File: src/rtl/pipe_stage_skid.sv
// Inter-stage pipeline register with a 2-entry skid buffer, a registered in_ready,
// synchronous flush and a saturating back-pressure cycle counter.
module pipe_stage_skid #(
  parameter int                  DATA_W      = 64,
  parameter int                  CTRL_W      = 8,
  parameter logic [CTRL_W-1:0]   CTRL_BUBBLE = '0,
  parameter logic [DATA_W-1:0]   PRESET_VAL  = '0,
  parameter int                  STALL_CNT_W = 16
) (
  input  logic                   clk,
  input  logic                   arst_n,
  input  logic                   flush,
  input  logic                   in_valid,
  output logic                   in_ready,
  input  logic [DATA_W-1:0]      in_data,
  input  logic [CTRL_W-1:0]      in_ctrl,
  output logic                   out_valid,
  input  logic                   out_ready,
  output logic [DATA_W-1:0]      out_data,
  output logic [CTRL_W-1:0]      out_ctrl,
  input  logic                   stall_clr,
  output logic [STALL_CNT_W-1:0] stall_cnt
);

  typedef enum logic [1:0] {
    ST_EMPTY = 2'd0,
    ST_ONE   = 2'd1,
    ST_FULL  = 2'd2
  } state_e;

  localparam logic [STALL_CNT_W-1:0] STALL_ONE = 1;
  localparam logic [STALL_CNT_W-1:0] STALL_MAX = '1;

  state_e                 state_q, state_d;
  logic [DATA_W-1:0]      head_data_q, head_data_d;
  logic [CTRL_W-1:0]      head_ctrl_q, head_ctrl_d;
  logic [DATA_W-1:0]      skid_data_q, skid_data_d;
  logic [CTRL_W-1:0]      skid_ctrl_q, skid_ctrl_d;
  logic                   out_valid_q, out_valid_d;
  logic                   in_ready_q, in_ready_d;
  logic [STALL_CNT_W-1:0] stall_cnt_q, stall_cnt_d;

  logic in_fire;
  logic out_fire;

  assign in_fire  = in_valid & in_ready_q;
  assign out_fire = out_valid_q & out_ready;

  always_comb begin
    state_d     = state_q;
    head_data_d = head_data_q;
    head_ctrl_d = head_ctrl_q;
    skid_data_d = skid_data_q;
    skid_ctrl_d = skid_ctrl_q;

    if (flush) begin
      state_d     = ST_EMPTY;
      head_ctrl_d = CTRL_BUBBLE;
    end else begin
      case (state_q)
        ST_EMPTY: begin
          if (in_fire) begin
            head_data_d = in_data;
            head_ctrl_d = in_ctrl;
            state_d     = ST_ONE;
          end
        end
        ST_ONE: begin
          if (in_fire && out_fire) begin
            head_data_d = in_data;
            head_ctrl_d = in_ctrl;
          end else if (in_fire) begin
            skid_data_d = in_data;
            skid_ctrl_d = in_ctrl;
            state_d     = ST_FULL;
          end else if (out_fire) begin
            // Head control goes to the nop encoding as soon as the stage empties.
            head_ctrl_d = CTRL_BUBBLE;
            state_d     = ST_EMPTY;
          end
        end
        ST_FULL: begin
          if (out_fire) begin
            head_data_d = skid_data_q;
            head_ctrl_d = skid_ctrl_q;
            state_d     = ST_ONE;
          end
        end
        default: begin
          head_ctrl_d = CTRL_BUBBLE;
          state_d     = ST_EMPTY;
        end
      endcase
    end

    // Handshake outputs are decoded from the next state so both leave flops directly.
    out_valid_d = (state_d != ST_EMPTY);
    in_ready_d  = (state_d != ST_FULL);
  end

  always_comb begin
    stall_cnt_d = stall_cnt_q;
    if (stall_clr) begin
      stall_cnt_d = '0;
    end else if (out_valid_q && !out_ready && (stall_cnt_q != STALL_MAX)) begin
      stall_cnt_d = stall_cnt_q + STALL_ONE;
    end
  end

  always_ff @(posedge clk or negedge arst_n) begin
    if (!arst_n) begin
      state_q     <= ST_EMPTY;
      head_data_q <= PRESET_VAL;
      head_ctrl_q <= CTRL_BUBBLE;
      skid_data_q <= PRESET_VAL;
      skid_ctrl_q <= CTRL_BUBBLE;
      out_valid_q <= 1'b0;
      in_ready_q  <= 1'b1;
      stall_cnt_q <= '0;
    end else begin
      state_q     <= state_d;
      head_data_q <= head_data_d;
      head_ctrl_q <= head_ctrl_d;
      skid_data_q <= skid_data_d;
      skid_ctrl_q <= skid_ctrl_d;
      out_valid_q <= out_valid_d;
      in_ready_q  <= in_ready_d;
      stall_cnt_q <= stall_cnt_d;
    end
  end

  assign in_ready  = in_ready_q;
  assign out_valid = out_valid_q;
  assign out_data  = head_data_q;
  assign out_ctrl  = head_ctrl_q;
  assign stall_cnt = stall_cnt_q;

endmodule

File: config.mk
export PLATFORM = sky130hd
export DESIGN_NAME = pipe_stage_skid
export DESIGN_NICKNAME = d
export VERILOG_FILES = /design/src/rtl/pipe_stage_skid.sv
export SDC_FILE = /design/constraint.sdc
export NUM_CORES = 1
export LEC_CHECK = 0
export BUFFER_PORTS_ARGS = -buffer_cell sky130_fd_sc_hd__buf_2
export CAP_MARGIN = 20
export CORE_ASPECT_RATIO = 0.6
export CORE_UTILIZATION = 58
export DETAILED_ROUTE_END_ITERATION = 10
export PLACE_DENSITY = 0.85
export SLEW_MARGIN = 0
export SYNTH_ARGS = -nofsm -noshare
export SYNTH_HDL_FRONTEND = slang
export SYNTH_SLANG_ARGS = --single-unit
File: constraint.sdc
create_clock -name clk -period 5.5 [get_ports clk]
set_input_delay 1.1 -clock clk [delete_from_list [all_inputs] [get_ports clk]]
set_output_delay 1.1 -clock clk [all_outputs]
set_load 0.03 [all_outputs]
==> flow_metrics.py <==
metrics = {
    "synth": {
        "seq_area_frac_synth": 0.559,
        "post-synth-top-count-cell": "nand2_1",
        "synthFlopType": "dfrtp_1",
        "synth_cell_types": 44,
        "synth_area_leaders": "dfrtp_1 (56%), mux2_2 (20%), nand2_1 (10%), a21oi_1 (0.95%), o2bb2ai_1 (0.95%)",
        "synth_top_area_frac": 0.556,
        "async_reset_ff_frac": 1.00,
        "netlist_top_cells_count": "nand2_1 (201), dfrtp_1 (163), mux2_2 (133)",
        "synth_cells": 646,
        "ys_ff_latch": 164,
        "synth_area_leader_cell": "dfrtp_1",
        "synth_edf_count": 0,
        "synthesis.nets": 725,
        "syn_avg_cell_area_um2": 11.4,
        "syn_area_um2": 7340,
        "yosysWarningCount": 0,
    },
    "clock_network": {
        "postCtsHoldBufs": 0,
        "numCtsBuffers": 17,
        "postCtsSetupBuffers": 0,
        "cts_root_buf": "clkbuf_16",
        "h-tree-depth": 4,
        "clockBufferDepth": 2,
        "tritoncts": "built",
        "clk_pin_slew_ps": 60,
        "clk_latency_ps": 420,
        "post_cts_resized": 0,
        "clock_sinks": 164,
    },
    "timing": {
        "finalWorstPathRequiredPeriod_ps": 2650,
        "fin_crit_sh": 0.482,
        "hold_violations": 0,
        "rsz0062_at_grt": "no",
        "setup_ws_ps": 2850,
        "skew_ps": 13.3,
        "setup_viol": 0,
        "worstMarginPinSlew_ps": 1050,
        "timing.hold.ws_ps": 488,
        "timing.slew.headroom": 0.301,
        "tns_ps": 0,
        "drv_slew": 0,
        "max_freq_ghz": 0.377,
    },
    "detailed_routing": {
        "wl_met1_um": 7700,
        "firstDrtPassIters": 5,
        "wirelength_um": 17400,
        "drc": 0,
        "via_per_inst": 5.70,
        "wl_met3_um": 1270,
        "top_layer_used": "met4",
        "drtIter0Drc": 345,
        "wl_met2_um": 8300,
        "wl_per_cell_um": 17.8,
        "antenna_left": 0,
        "via_count": 5600,
    },
    "die": {
        "core_area_um2": 12200,
        "dieArea_um2": 13100,
        "fp.dieH_um": 89.1,
        "initial_core_util": 0.603,
        "pin_count": 168,
        "die_x_um": 147,
        "fp-row-count": 31,
    },
    "hold_path": {
        "worstHoldStart": "out_data[62]$_DFFE_PN0P_",
        "hold_class": "register to register",
        "min_path_cells": 1,
        "hold_end": "out_data[62]$_DFFE_PN0P_",
    },
    "finish": {
        "drive_gt1_frac": 0.426,
        "filler_cell_count": 814,
        "area_delta_synth_final_pct": 21.4,
        "fin_cells": 982,
        "fin_nets": 883,
        "design_area_um2": 8910,
        "final_core_util": 0.732,
    },
    "power": {
        "p_leak_nw": 4.37,
        "total_power_mw": 4.60,
        "vdd_drop_max_mv": 0.282,
        "powerDensity_nw_per_um2": 517,
    },
    "global_routing": {
        "grt_pass1_vias": 5369,
        "grt_use_total": 0.271,
        "grt_max_degree": 74,
        "antenna_found_initial": 1,
        "grt_pass1_wl_um": 27200,
        "overflow": 0,
    },
    "critical_path": {
        "cp_top_family": "buffers and inverters",
        "r2r-start": "in_ready$_DFF_PN1_",
        "r2r-end": "out_data[58]$_DFFE_PN0P_",
        "cp.required_ps": 5790,
        "endpoint_kind": "register",
        "cp_max_fo": 28,
        "crit_buf_inv": 2,
        "critical_path_arrival_ps": 2940,
        "path_cells": "buf_2, a21boi_0, o32a_1, nor2_4, buf_4, mux2_2",
        "critical_path.startpoint_type": "input pin",
        "critical_path.max_stage_delay_ps": 440,
        "crit_type": "input pin to register",
        "cp_slowest_cell": "buf_4",
        "reg2reg_depth": 5,
        "r2r_setup_slack_ps": 3130,
    },
    "placed_design": {
        "portBuffers": 167,
        "dp.cells": 949,
        "pre_cts_ws_ps": 2440,
        "dpl.hpwl_um": 11600,
        "placed_cell_area_um2": 8260,
        "place.gp.congestion": 0.930,
    },
    "outcome": {
        "status": "complete, no violations",
    },
    "run": {
        "maxCapViolCount": 0,
    },
}
final cells by class:
cell class	count	area, µm²	share of cell area
Inverter	4	15.0	0.00168
Clock buffer	20	447	0.0501
Antenna cell	1	2.50	0.000281
Tap cell	165	206	0.0232
Timing Repair Buffer	174	892	0.100
Sequential cell	164	4110	0.461
Multi-Input combinational cell	443	3050	0.342
Clock inverter	11	199	0.0223
cells in the final DEF, fill, tap and decap left out, types with 2 or more instances in the layout:
| cell type | netlist | final |
|---|---|---|
| o2bb2ai_1 | 8 | 8 |
| buf_2 | 8 | 167 |
| or4_1 | 6 | 6 |
| or3_1 | 2 | 2 |
| nand4_1 | 5 | 5 |
| nand2b_1 | 3 | 2 |
| inv_6 | 0 | 3 |
| o41ai_1 | 3 | 3 |
| buf_4 | 7 | 6 |
| o31ai_1 | 7 | 7 |
| dfrtp_1 | 163 | 163 |
| o21ai_0 | 5 | 5 |
| clkbuf_16 | 0 | 17 |
| o21bai_1 | 2 | 2 |
| nor2_1 | 8 | 8 |
| a22oi_1 | 8 | 8 |
| or3_2 | 2 | 2 |
| clkinvlp_4 | 0 | 3 |
| nor2b_1 | 4 | 3 |
| nand2_1 | 201 | 200 |
| bufinv_16 | 0 | 5 |
| clkbuf_1 | 13 | 2 |
| nor3_1 | 2 | 2 |
| mux2_1 | 5 | 5 |
| a21oi_1 | 14 | 14 |
| mux2_2 | 133 | 133 |
| o311ai_0 | 4 | 4 |
| nor4_1 | 2 | 2 |
| nand3_1 | 5 | 5 |
| inv_1 | 4 | 4 |
state kept, by name, indices dropped and copies added (netlist names):
| register | count |
|---|---|
| out_data | 64 |
| skid_data_q | 64 |
| stall_cnt | 16 |
| out_ctrl | 8 |
| skid_ctrl_q | 8 |
| state_q | 2 |
| in_ready | 1 |
| out_valid | 1 |
kinds of logic after synthesis:
| family | synth area share |
|---|---|
| xor gates and xnor gates | 0.00119 |
| and+or+nand+nor | 0.145 |
| DFF | 0.559 |
| muxes | 0.213 |
| adders and majority gates | 0.00170 |
| buffers and inverters | 0.0281 |
| AOI/OAI and AO/OA | 0.0518 |
worst max path at each step:
stage / start / to / depth (start not counted)
floorplan: in_valid / out_data[1]$_DFFE_PN0P_ / 5
global placement: out_ready / out_data[63]$_DFFE_PN0P_ / 6
detailed placement: out_ready / out_data[13]$_DFFE_PN0P_ / 6
CTS: out_ready / out_data[58]$_DFFE_PN0P_ / 6
global route: out_ready / out_data[29]$_DFFE_PN0P_ / 6
finish: out_ready / out_data[58]$_DFFE_PN0P_ / 6
metal layers:
layer	vias up	track usage
met5	-	0
met4	0	0.0778
met3	19	0.0704
met2	232	0.438
met1	2803	0.368
li1	2546	-
report_power, final:
| part | switching [mW] | internal, mW | leakage (nW) |
|---|---|---|---|
| sequential | 0.274 | 1.68 | 2.00 |
| combinational | 0.790 | 0.562 | 2.07 |
| clock | 0.479 | 0.821 | 0.304 |
| total | 1.54 | 3.06 | 4.37 |
No activity file was read; power rests on OpenSTA's default activity.
